<file path="config.mk">
export PLATFORM = sky130hd
export DESIGN_NAME = rip_axi_master_flat
export DESIGN_NICKNAME = d
export VERILOG_FILES = /design/src/rtl/rip_axi_master_if.sv /design/src/rtl/rip_axi_master.sv /design/src/flat_wrapper.sv
export SDC_FILE = /design/constraint.sdc
export NUM_CORES = 1
export LEC_CHECK = 0
export ABC_AREA = 1
export CAP_MARGIN = 20
export CORE_MARGIN = 4
export CORE_UTILIZATION = 30
export DETAILED_ROUTE_END_ITERATION = 10
export GPL_TIMING_DRIVEN = 0
export PLACE_DENSITY_LB_ADDON = 0.3
export SYNTH_ARGS = -nofsm -noshare
export SYNTH_HDL_FRONTEND = slang
export SYNTH_SLANG_ARGS = --single-unit
</file>
<file path="constraint.sdc">
create_clock -name clk -period 1.15 [get_ports clk]
set_input_delay 0.23 -clock clk [delete_from_list [all_inputs] [get_ports clk]]
set_output_delay 0.23 -clock clk [all_outputs]
set_load 0.005 [all_outputs]
</file>
<file path="src/rtl/rip_axi_master_if.sv">
`default_nettype none
//==============================================================================
// Module   : rip_axi_interface
// Desc     : AXI4 channel bundle (AW/W/B/AR/R) with master and slave views.
// Revision : 1.0 - initial release
//==============================================================================
interface rip_axi_interface #(
    parameter int ID_WIDTH   = 4,
    parameter int ADDR_WIDTH = 32,
    parameter int DATA_WIDTH = 32
);
    // Write address channel
    logic [ID_WIDTH-1:0]     awid;
    logic [ADDR_WIDTH-1:0]   awaddr;
    logic [7:0]              awlen;
    logic [2:0]              awsize;
    logic [1:0]              awburst;
    logic                    awlock;
    logic [3:0]              awcache;
    logic [2:0]              awprot;
    logic [3:0]              awqos;
    logic [3:0]              awregion;
    logic                    awvalid;
    logic                    awready;
    // Write data channel
    logic [DATA_WIDTH-1:0]   wdata;
    logic [DATA_WIDTH/8-1:0] wstrb;
    logic                    wlast;
    logic                    wvalid;
    logic                    wready;
    // Write response channel
    logic [ID_WIDTH-1:0]     bid;
    logic [1:0]              bresp;
    logic                    bvalid;
    logic                    bready;
    // Read address channel
    logic [ID_WIDTH-1:0]     arid;
    logic [ADDR_WIDTH-1:0]   araddr;
    logic [7:0]              arlen;
    logic [2:0]              arsize;
    logic [1:0]              arburst;
    logic                    arlock;
    logic [3:0]              arcache;
    logic [2:0]              arprot;
    logic [3:0]              arqos;
    logic [3:0]              arregion;
    logic                    arvalid;
    logic                    arready;
    // Read data channel
    logic [ID_WIDTH-1:0]     rid;
    logic [DATA_WIDTH-1:0]   rdata;
    logic [1:0]              rresp;
    logic                    rlast;
    logic                    rvalid;
    logic                    rready;

    modport master (
        output awid, awaddr, awlen, awsize, awburst, awlock, awcache, awprot,
               awqos, awregion, awvalid,
        input  awready,
        output wdata, wstrb, wlast, wvalid,
        input  wready,
        input  bid, bresp, bvalid,
        output bready,
        output arid, araddr, arlen, arsize, arburst, arlock, arcache, arprot,
               arqos, arregion, arvalid,
        input  arready,
        input  rid, rdata, rresp, rlast, rvalid,
        output rready
    );

    modport slave (
        input  awid, awaddr, awlen, awsize, awburst, awlock, awcache, awprot,
               awqos, awregion, awvalid,
        output awready,
        input  wdata, wstrb, wlast, wvalid,
        output wready,
        output bid, bresp, bvalid,
        input  bready,
        input  arid, araddr, arlen, arsize, arburst, arlock, arcache, arprot,
               arqos, arregion, arvalid,
        output arready,
        output rid, rdata, rresp, rlast, rvalid,
        input  rready
    );
endinterface
`default_nettype wire

</file>
<file path="src/rtl/rip_axi_master.sv">
`default_nettype none
//==============================================================================
// Module   : rip_axi_master
// Desc     : Single-request user port to AXI4 master bridge. Each request is
//            one fixed-length INCR burst; write and read paths run independently.
// Revision : 1.0 - initial release
//==============================================================================
module rip_axi_master #(
    parameter int ID_WIDTH   = 4,
    parameter int ADDR_WIDTH = 32,
    parameter int DATA_WIDTH = 32,
    parameter int BURST_LEN  = 2
) (
    input  wire logic                              clk,
    input  wire logic                              rstn,
    // user write port
    output logic                                   wready,
    input  wire logic [ADDR_WIDTH-1:0]             waddr,
    input  wire logic [DATA_WIDTH*BURST_LEN-1:0]   wdata,
    input  wire logic [DATA_WIDTH*BURST_LEN/8-1:0] wstrb,
    input  wire logic                              wvalid,
    output logic                                   wdone,
    // user read port
    output logic                                   rready,
    input  wire logic [ADDR_WIDTH-1:0]             raddr,
    input  wire logic                              rvalid,
    output logic [DATA_WIDTH*BURST_LEN-1:0]        rdata,
    output logic                                   rdone,
    // AXI4 master
    rip_axi_interface.master                       M_AXI
);
    localparam int B_WIDTH = 8;
    localparam int STRB_W  = DATA_WIDTH / B_WIDTH;
    localparam int CNT_W   = (BURST_LEN > 1) ? $clog2(BURST_LEN) : 1;

    localparam logic [CNT_W-1:0] C_LAST_BEAT = CNT_W'(BURST_LEN - 1);
    localparam logic [7:0]       C_AXLEN     = 8'(BURST_LEN - 1);
    localparam logic [2:0]       C_AXSIZE    = 3'($clog2(STRB_W));
    localparam logic [1:0]       C_INCR      = 2'b01;
    localparam logic [3:0]       C_CACHE     = 4'b0011;

    typedef enum logic [1:0] {W_IDLE, W_ADDR, W_DATA, W_RESP} wstate_t;
    typedef enum logic [1:0] {R_IDLE, R_ADDR, R_DATA} rstate_t;

    // ------------------------------------------------------------------ write
    wstate_t                              wstate_q, wstate_d;
    logic [CNT_W-1:0]                     wcnt_q, wcnt_d;
    logic [ADDR_WIDTH-1:0]                waddr_q;
    logic [BURST_LEN-1:0][DATA_WIDTH-1:0] wdata_q;
    logic [BURST_LEN-1:0][STRB_W-1:0]     wstrb_q;
    logic                                 wready_q;
    logic                                 wdone_q;
    logic                                 w_waccept;

    assign w_waccept = wvalid && wready_q;

    // Write FSM next-state and beat counter
    always_comb begin
        wstate_d = wstate_q;
        wcnt_d   = wcnt_q;
        case (wstate_q)
            W_IDLE: if (w_waccept) wstate_d = W_ADDR;
            W_ADDR: if (M_AXI.awready) wstate_d = W_DATA;
            W_DATA: begin
                if (M_AXI.wready) begin
                    if (wcnt_q == C_LAST_BEAT) begin
                        wcnt_d   = '0;
                        wstate_d = W_RESP;
                    end else begin
                        wcnt_d = wcnt_q + CNT_W'(1);
                    end
                end
            end
            W_RESP: if (M_AXI.bvalid) wstate_d = W_IDLE;
            default: wstate_d = W_IDLE;
        endcase
    end

    // Write state, handshake flags and captured request payload
    always_ff @(posedge clk) begin
        if (!rstn) begin
            wstate_q <= W_IDLE;
            wcnt_q   <= '0;
            wready_q <= 1'b0;
            wdone_q  <= 1'b0;
            waddr_q  <= '0;
            wdata_q  <= '0;
            wstrb_q  <= '0;
        end else begin
            wstate_q <= wstate_d;
            wcnt_q   <= wcnt_d;
            // ready only re-asserts once the FSM has sat in idle for a cycle,
            // so it stays low through the done pulse
            wready_q <= (wstate_d == W_IDLE) && (wstate_q == W_IDLE);
            wdone_q  <= (wstate_q == W_RESP) && M_AXI.bvalid;
            if (w_waccept) begin
                waddr_q <= waddr;
                wdata_q <= wdata;
                wstrb_q <= wstrb;
            end
        end
    end

    assign wready = wready_q;
    assign wdone  = wdone_q;

    assign M_AXI.awid     = '0;
    assign M_AXI.awaddr   = waddr_q;
    assign M_AXI.awlen    = C_AXLEN;
    assign M_AXI.awsize   = C_AXSIZE;
    assign M_AXI.awburst  = C_INCR;
    assign M_AXI.awlock   = 1'b0;
    assign M_AXI.awcache  = C_CACHE;
    assign M_AXI.awprot   = '0;
    assign M_AXI.awqos    = '0;
    assign M_AXI.awregion = '0;
    assign M_AXI.awvalid  = (wstate_q == W_ADDR);
    assign M_AXI.wdata    = wdata_q[wcnt_q];
    assign M_AXI.wstrb    = wstrb_q[wcnt_q];
    assign M_AXI.wlast    = (wstate_q == W_DATA) && (wcnt_q == C_LAST_BEAT);
    assign M_AXI.wvalid   = (wstate_q == W_DATA);
    assign M_AXI.bready   = (wstate_q == W_RESP);

    // ------------------------------------------------------------------- read
    rstate_t                              rstate_q, rstate_d;
    logic [CNT_W-1:0]                     rcnt_q, rcnt_d;
    logic [ADDR_WIDTH-1:0]                raddr_q;
    logic [BURST_LEN-1:0][DATA_WIDTH-1:0] rdata_q;
    logic                                 rready_q;
    logic                                 rdone_q;
    logic                                 w_raccept;
    logic                                 w_rbeat;

    assign w_raccept = rvalid && rready_q;
    assign w_rbeat   = (rstate_q == R_DATA) && M_AXI.rvalid;

    // Read FSM next-state and beat counter; RLAST ends the burst
    always_comb begin
        rstate_d = rstate_q;
        rcnt_d   = rcnt_q;
        case (rstate_q)
            R_IDLE: if (w_raccept) rstate_d = R_ADDR;
            R_ADDR: if (M_AXI.arready) rstate_d = R_DATA;
            R_DATA: begin
                if (M_AXI.rvalid) begin
                    if (M_AXI.rlast) begin
                        rcnt_d   = '0;
                        rstate_d = R_IDLE;
                    end else if (rcnt_q != C_LAST_BEAT) begin
                        rcnt_d = rcnt_q + CNT_W'(1);
                    end
                end
            end
            default: rstate_d = R_IDLE;
        endcase
    end

    // Read state, handshake flags and beat capture into the payload register
    always_ff @(posedge clk) begin
        if (!rstn) begin
            rstate_q <= R_IDLE;
            rcnt_q   <= '0;
            rready_q <= 1'b0;
            rdone_q  <= 1'b0;
            raddr_q  <= '0;
            rdata_q  <= '0;
        end else begin
            rstate_q <= rstate_d;
            rcnt_q   <= rcnt_d;
            rready_q <= (rstate_d == R_IDLE) && (rstate_q == R_IDLE);
            rdone_q  <= w_rbeat && M_AXI.rlast;
            if (w_raccept) begin
                raddr_q <= raddr;
            end
            if (w_rbeat) begin
                rdata_q[rcnt_q] <= M_AXI.rdata;
            end
        end
    end

    assign rready = rready_q;
    assign rdone  = rdone_q;
    assign rdata  = rdata_q;

    assign M_AXI.arid     = '0;
    assign M_AXI.araddr   = raddr_q;
    assign M_AXI.arlen    = C_AXLEN;
    assign M_AXI.arsize   = C_AXSIZE;
    assign M_AXI.arburst  = C_INCR;
    assign M_AXI.arlock   = 1'b0;
    assign M_AXI.arcache  = C_CACHE;
    assign M_AXI.arprot   = '0;
    assign M_AXI.arqos    = '0;
    assign M_AXI.arregion = '0;
    assign M_AXI.arvalid  = (rstate_q == R_ADDR);
    assign M_AXI.rready   = (rstate_q == R_DATA);

    // Response IDs and status codes carry no meaning for this bridge
    logic w_unused_ok;
    assign w_unused_ok = ^{M_AXI.bid, M_AXI.bresp, M_AXI.rid, M_AXI.rresp};

endmodule
`default_nettype wire

</file>
<file path="src/flat_wrapper.sv">
// flat-port wrapper written by rule: the top's interface ports become plain ports
module rip_axi_master_flat 
#(
    parameter int ID_WIDTH   = 4,
    parameter int ADDR_WIDTH = 32,
    parameter int DATA_WIDTH = 32,
    parameter int BURST_LEN  = 2
)
  (clk, rstn, wready, waddr, wdata, wstrb, wvalid, wdone, rready, raddr, rvalid, rdata, rdone, M_AXI_awid, M_AXI_awaddr, M_AXI_awlen, M_AXI_awsize, M_AXI_awburst, M_AXI_awlock, M_AXI_awcache, M_AXI_awprot, M_AXI_awqos, M_AXI_awregion, M_AXI_awvalid, M_AXI_awready, M_AXI_wdata, M_AXI_wstrb, M_AXI_wlast, M_AXI_wvalid, M_AXI_wready, M_AXI_bid, M_AXI_bresp, M_AXI_bvalid, M_AXI_bready, M_AXI_arid, M_AXI_araddr, M_AXI_arlen, M_AXI_arsize, M_AXI_arburst, M_AXI_arlock, M_AXI_arcache, M_AXI_arprot, M_AXI_arqos, M_AXI_arregion, M_AXI_arvalid, M_AXI_arready, M_AXI_rid, M_AXI_rdata, M_AXI_rresp, M_AXI_rlast, M_AXI_rvalid, M_AXI_rready);
  rip_axi_interface #(.ID_WIDTH(ID_WIDTH), .ADDR_WIDTH(ADDR_WIDTH), .DATA_WIDTH(DATA_WIDTH)) M_AXI_i ();
  input  wire logic clk;
  input  wire logic rstn;
  output logic wready;
  input  wire logic [ADDR_WIDTH-1:0] waddr;
  input  wire logic [DATA_WIDTH*BURST_LEN-1:0] wdata;
  input  wire logic [DATA_WIDTH*BURST_LEN/8-1:0] wstrb;
  input  wire logic wvalid;
  output logic wdone;
  output logic rready;
  input  wire logic [ADDR_WIDTH-1:0] raddr;
  input  wire logic rvalid;
  output logic [DATA_WIDTH*BURST_LEN-1:0] rdata;
  output logic rdone;
  output wire logic [$bits(M_AXI_i.awid)-1:0] M_AXI_awid;
  output wire logic [$bits(M_AXI_i.awaddr)-1:0] M_AXI_awaddr;
  output wire logic [$bits(M_AXI_i.awlen)-1:0] M_AXI_awlen;
  output wire logic [$bits(M_AXI_i.awsize)-1:0] M_AXI_awsize;
  output wire logic [$bits(M_AXI_i.awburst)-1:0] M_AXI_awburst;
  output wire logic [$bits(M_AXI_i.awlock)-1:0] M_AXI_awlock;
  output wire logic [$bits(M_AXI_i.awcache)-1:0] M_AXI_awcache;
  output wire logic [$bits(M_AXI_i.awprot)-1:0] M_AXI_awprot;
  output wire logic [$bits(M_AXI_i.awqos)-1:0] M_AXI_awqos;
  output wire logic [$bits(M_AXI_i.awregion)-1:0] M_AXI_awregion;
  output wire logic [$bits(M_AXI_i.awvalid)-1:0] M_AXI_awvalid;
  input wire logic [$bits(M_AXI_i.awready)-1:0] M_AXI_awready;
  output wire logic [$bits(M_AXI_i.wdata)-1:0] M_AXI_wdata;
  output wire logic [$bits(M_AXI_i.wstrb)-1:0] M_AXI_wstrb;
  output wire logic [$bits(M_AXI_i.wlast)-1:0] M_AXI_wlast;
  output wire logic [$bits(M_AXI_i.wvalid)-1:0] M_AXI_wvalid;
  input wire logic [$bits(M_AXI_i.wready)-1:0] M_AXI_wready;
  input wire logic [$bits(M_AXI_i.bid)-1:0] M_AXI_bid;
  input wire logic [$bits(M_AXI_i.bresp)-1:0] M_AXI_bresp;
  input wire logic [$bits(M_AXI_i.bvalid)-1:0] M_AXI_bvalid;
  output wire logic [$bits(M_AXI_i.bready)-1:0] M_AXI_bready;
  output wire logic [$bits(M_AXI_i.arid)-1:0] M_AXI_arid;
  output wire logic [$bits(M_AXI_i.araddr)-1:0] M_AXI_araddr;
  output wire logic [$bits(M_AXI_i.arlen)-1:0] M_AXI_arlen;
  output wire logic [$bits(M_AXI_i.arsize)-1:0] M_AXI_arsize;
  output wire logic [$bits(M_AXI_i.arburst)-1:0] M_AXI_arburst;
  output wire logic [$bits(M_AXI_i.arlock)-1:0] M_AXI_arlock;
  output wire logic [$bits(M_AXI_i.arcache)-1:0] M_AXI_arcache;
  output wire logic [$bits(M_AXI_i.arprot)-1:0] M_AXI_arprot;
  output wire logic [$bits(M_AXI_i.arqos)-1:0] M_AXI_arqos;
  output wire logic [$bits(M_AXI_i.arregion)-1:0] M_AXI_arregion;
  output wire logic [$bits(M_AXI_i.arvalid)-1:0] M_AXI_arvalid;
  input wire logic [$bits(M_AXI_i.arready)-1:0] M_AXI_arready;
  input wire logic [$bits(M_AXI_i.rid)-1:0] M_AXI_rid;
  input wire logic [$bits(M_AXI_i.rdata)-1:0] M_AXI_rdata;
  input wire logic [$bits(M_AXI_i.rresp)-1:0] M_AXI_rresp;
  input wire logic [$bits(M_AXI_i.rlast)-1:0] M_AXI_rlast;
  input wire logic [$bits(M_AXI_i.rvalid)-1:0] M_AXI_rvalid;
  output wire logic [$bits(M_AXI_i.rready)-1:0] M_AXI_rready;
  assign M_AXI_awid = M_AXI_i.awid;
  assign M_AXI_awaddr = M_AXI_i.awaddr;
  assign M_AXI_awlen = M_AXI_i.awlen;
  assign M_AXI_awsize = M_AXI_i.awsize;
  assign M_AXI_awburst = M_AXI_i.awburst;
  assign M_AXI_awlock = M_AXI_i.awlock;
  assign M_AXI_awcache = M_AXI_i.awcache;
  assign M_AXI_awprot = M_AXI_i.awprot;
  assign M_AXI_awqos = M_AXI_i.awqos;
  assign M_AXI_awregion = M_AXI_i.awregion;
  assign M_AXI_awvalid = M_AXI_i.awvalid;
  assign M_AXI_i.awready = M_AXI_awready;
  assign M_AXI_wdata = M_AXI_i.wdata;
  assign M_AXI_wstrb = M_AXI_i.wstrb;
  assign M_AXI_wlast = M_AXI_i.wlast;
  assign M_AXI_wvalid = M_AXI_i.wvalid;
  assign M_AXI_i.wready = M_AXI_wready;
  assign M_AXI_i.bid = M_AXI_bid;
  assign M_AXI_i.bresp = M_AXI_bresp;
  assign M_AXI_i.bvalid = M_AXI_bvalid;
  assign M_AXI_bready = M_AXI_i.bready;
  assign M_AXI_arid = M_AXI_i.arid;
  assign M_AXI_araddr = M_AXI_i.araddr;
  assign M_AXI_arlen = M_AXI_i.arlen;
  assign M_AXI_arsize = M_AXI_i.arsize;
  assign M_AXI_arburst = M_AXI_i.arburst;
  assign M_AXI_arlock = M_AXI_i.arlock;
  assign M_AXI_arcache = M_AXI_i.arcache;
  assign M_AXI_arprot = M_AXI_i.arprot;
  assign M_AXI_arqos = M_AXI_i.arqos;
  assign M_AXI_arregion = M_AXI_i.arregion;
  assign M_AXI_arvalid = M_AXI_i.arvalid;
  assign M_AXI_i.arready = M_AXI_arready;
  assign M_AXI_i.rid = M_AXI_rid;
  assign M_AXI_i.rdata = M_AXI_rdata;
  assign M_AXI_i.rresp = M_AXI_rresp;
  assign M_AXI_i.rlast = M_AXI_rlast;
  assign M_AXI_i.rvalid = M_AXI_rvalid;
  assign M_AXI_rready = M_AXI_i.rready;
  rip_axi_master #(.ID_WIDTH(ID_WIDTH), .ADDR_WIDTH(ADDR_WIDTH), .DATA_WIDTH(DATA_WIDTH), .BURST_LEN(BURST_LEN)) u_core (.clk(clk), .rstn(rstn), .wready(wready), .waddr(waddr), .wdata(wdata), .wstrb(wstrb), .wvalid(wvalid), .wdone(wdone), .rready(rready), .raddr(raddr), .rvalid(rvalid), .rdata(rdata), .rdone(rdone), .M_AXI(M_AXI_i));
endmodule
</file>
==> summary.md <==
| Metric | Value |
|---|---|
| Row cnt | `between 60 and 70` |
| Starting utilization of the core area | `30.5%` |
| Fmax | `552 MHz` |
| Reg clk slew, reported paths | `~60 ps` |
| CP max FO | `8` |
| Synth Instances | `1243` |
| DIE HEIGHT | `~180 um` |
| RSZ-0062 raised after global routing | `true` |
| Total congestion overflow | `0` |
| Synth unique cells | `23` |
| Nature of the critical path endpoint | `primary output` |
| Detailed Routing Iterations Pass 1 | `5` |
| Power Dens Cells | `1210 mW/mm^2` |
| Ys Warns | `0` |
| Setup ws final | `-661 ps` |
| Leak | `7.93 nW` |
| DIE WIDTH | `179 um` |
| Placed Area | `0.0130 sq mm` |
| WL final | `37.3 mm` |
| Final ANT Viol Nets | `0` |
| IO Pins | `430` |
| Crit share post-route | `157%` |
| Drt via density | `4.48` |
| WP data required | `920 ps` |
| Final Core Density | `59.8%` |
| Max-cap violations | `0` |
| Hpwl dp | `24.0 mm` |
| Later-pin clock latency in the skew report | `530 ps` |
| Ant diodes | `0` |
| Max-slew violations | `0` |
| Initial antenna violation count | `3` |
| IO Port Bufs | `around 350` |
| TritonCTS Sinks | `210` |
| Setup violators final | `roughly 340` |
| FF-to-FF path depth | `8` |
| Final hold slack | `approximately 110 ps` |
| Storage element area | `between 0.004 and 0.005 sq mm` |
| Largest net degree at the start of global routing | `14` |
| Outcome | `complete, but fails checks` |
| CTS H-tree lvls | `1` |
| Area of the multi-input gates | `approximately 0.005 sq mm` |
| CTS tree | `done` |
| Mapped Area | `just under 0.009 sq mm` |
| RD Place Congestion | `about 0.82` |
| Violated checks | `setup timing` |
| # DRC | `0` |
| Area Overhead vs Synth | `96.2%` |
| Number of global-route vias before repair | `9249` |
| Final min period | `1810 ps` |
| Startpoint types | `register` |
| Layout Skew | `around 33 ps` |
| Final #Nets | `between 1500 and 2000` |
| Max rail drop VDD | `1140 uV` |
| Final hold vios | `0` |
| Inserted Clock Buffers | `24` |
| Min-Delay Path Class | `in2reg` |
| Seq/Total Area, Yosys | `47.9%` |
| CORE AREA | `around 0.029 sq mm` |
| First-iteration detailed-routing DRC count | `between 400 and 500` |
| Root Driver | `clkbuf_16` |
| Fin area | `0.0172 sq mm` |
| Global-route wire length before repair | `~51 mm` |
| Post-Place Setup Slack | `-1050 ps` |
| Tot GR Track Use | `20.4%` |
| Average cell area after synthesis | `7.06 sq um` |
| Routed length per placed instance | `~17 um` |
| Seq cells post-synth | `210` |
| Hold path depth | `3` |
| Via count | `9869` |
| Clock Path Buffers | `3` |
| Crit Path Category | `reg2out` |
| Fillers | `2415` |
| Full die area | `0.0321 sq mm` |
| Layout cells sized above 1 | `slightly below 50%` |
| WP data arrival | `around 1600 ps` |
| Pwr Total | `20.8 mW` |
[critical path, cell delays in order (launching register included)]
cell     delay [ps]
dfxtp_4         420
buf_12          150
buf_8           130
buf_6           120
nand2_2          50
nand2_2          90
buf_6           100
[final timing paths]
| kind | startpoint | end | slack, ps |
|---|---|---|---|
| worst min-delay path | M_AXI_rvalid | u_core.rdone$_SDFF_PN0_ | 110 |
| worst max register to register | u_core.rstate_q[1]$_SDFF_PN0_ | u_core.rdata[49]$_SDFFE_PN0P_ | -180 |
| worst max-delay path | u_core.wcnt_q$_SDFFE_PN0P_ | M_AXI_wdata[6] | -660 |
| worst min register to register | u_core.rdata[16]$_SDFFE_PN0P_ | u_core.rdata[16]$_SDFFE_PN0P_ | 460 |
[state kept, by name, indices dropped and copies added (netlist names)]
name / cells
u_core.wdata_q: 64
u_core.wstrb_q: 8
u_core.rdata: 64
u_core.wstate_q: 2
u_core.wcnt_q: 1
u_core.rcnt_q: 1
u_core.rstate_q: 2
u_core.M_AXI.awaddr: 32
u_core.wdone: 1
u_core.rdone: 1
u_core.M_AXI.araddr: 32
u_core.wready: 1
u_core.rready: 1
[cells in the mapped netlist]
| library cell | number | area share [%] |
|---|---|---|
| a21oi_1 | 4 | 0.23 |
| o21ai_0 | 134 | 7.6 |
| dfxtp_1 | 210 | 48 |
| nand4_1 | 33 | 2.4 |
| conb_1 | 2 | 0.086 |
| nand4_4 | 1 | 0.24 |
| and3_1 | 1 | 0.071 |
| nor2_4 | 2 | 0.26 |
| nand2_1 | 215 | 9.2 |
| nand3_2 | 1 | 0.11 |
| buf_4 | 70 | 6.0 |
| clkbuf_1 | 24 | 1.0 |
| clkinv_1 | 1 | 0.043 |
| inv_1 | 75 | 3.2 |
| inv_2 | 2 | 0.086 |
| buf_2 | 39 | 2.2 |
| nor2_1 | 409 | 17 |
| buf_6 | 9 | 1.2 |
| nand3_1 | 3 | 0.17 |
| a21oi_2 | 1 | 0.10 |
| nand2_2 | 1 | 0.071 |
| buf_1 | 1 | 0.043 |
| o21ai_1 | 5 | 0.29 |
[power breakdown]
group | internal (mW) | switching (mW) | leakage, nW
combinational | 2.80 | 2.12 | 5.77
sequential | 7.79 | 0.503 | 1.78
clock | 4.44 | 3.16 | 0.380
[metrics by stage]
stage          setup TNS (ps)  cells
5_1_grt                -59850   2202
4_1_cts                -44150   2161
2_1_floorplan               0   1307
6_report               -46990   2202
3_3_place_gp          -111590   2040
3_5_place_dp          -114680   2040
[kinds of logic (layout without fill, tap and decap cells)]
family | after synthesis | after routing | synth area share [%]
DFF | 210 | 210 | 47.9
buffers and inverters | 221 | 729 | 13.8
and+or+nand+nor | 666 | 669 | 30.0
other | 2 | 66 | 0.0856
AOI/OAI and AO/OA | 144 | 144 | 8.26
[layout make-up]
class	count	share of cell area, %
Multi-Input combinational cell	879	29.7
Timing Repair Buffer	468	28.1
Sequential cell	210	25.6
Buffer	142	7.41
Clock buffer	33	4.03
Tap cell	384	2.79
Inverter	78	1.85
Clock inverter	8	0.494
[per-layer routing]
layer	GRT usage, %	vias to the layer above	part of all wire, %
li1	-	4844	-
met1	22.5	4560	36
met2	36.9	386	51
met3	7.40	73	9.9
met4	5.47	6	2.7
met5	0	-	0.054
[placed cells by master (no fill, tap or decap), types with 3 or more instances in the layout]
master	Yosys	routed
dfxtp_2	0	122
clkbuf_16	0	30
inv_2	2	4
clkdlybuf4s50_1	0	175
buf_16	0	6
nand2_1	215	117
dfxtp_4	0	15
nand2_4	0	30
clkinv_2	0	3
dfxtp_1	210	73
buf_4	70	131
nand4_4	1	3
clkbuf_8	0	9
nor2_4	2	108
clkbuf_1	24	11
a21oi_1	4	4
clkbuf_2	0	7
conb_1	2	66
buf_2	39	66
buf_12	0	26
nand2_2	1	68
o21ai_0	134	90
o21ai_1	5	33
nor2_2	0	64
nor2_1	409	239
buf_8	0	18
o21ai_2	0	15
nand4_1	33	33
buf_6	9	162
inv_1	75	70
[repair_timing]
item / CTS / global route
hold buffers: 0 / 0
setup endpoints to repair: 371 / 375
resized for setup: 1299 / 347
pin swaps: 81 / 84
setup buffers: 57 / 46
cloned: 26 / 2
(Power assumes the default switching activity.)
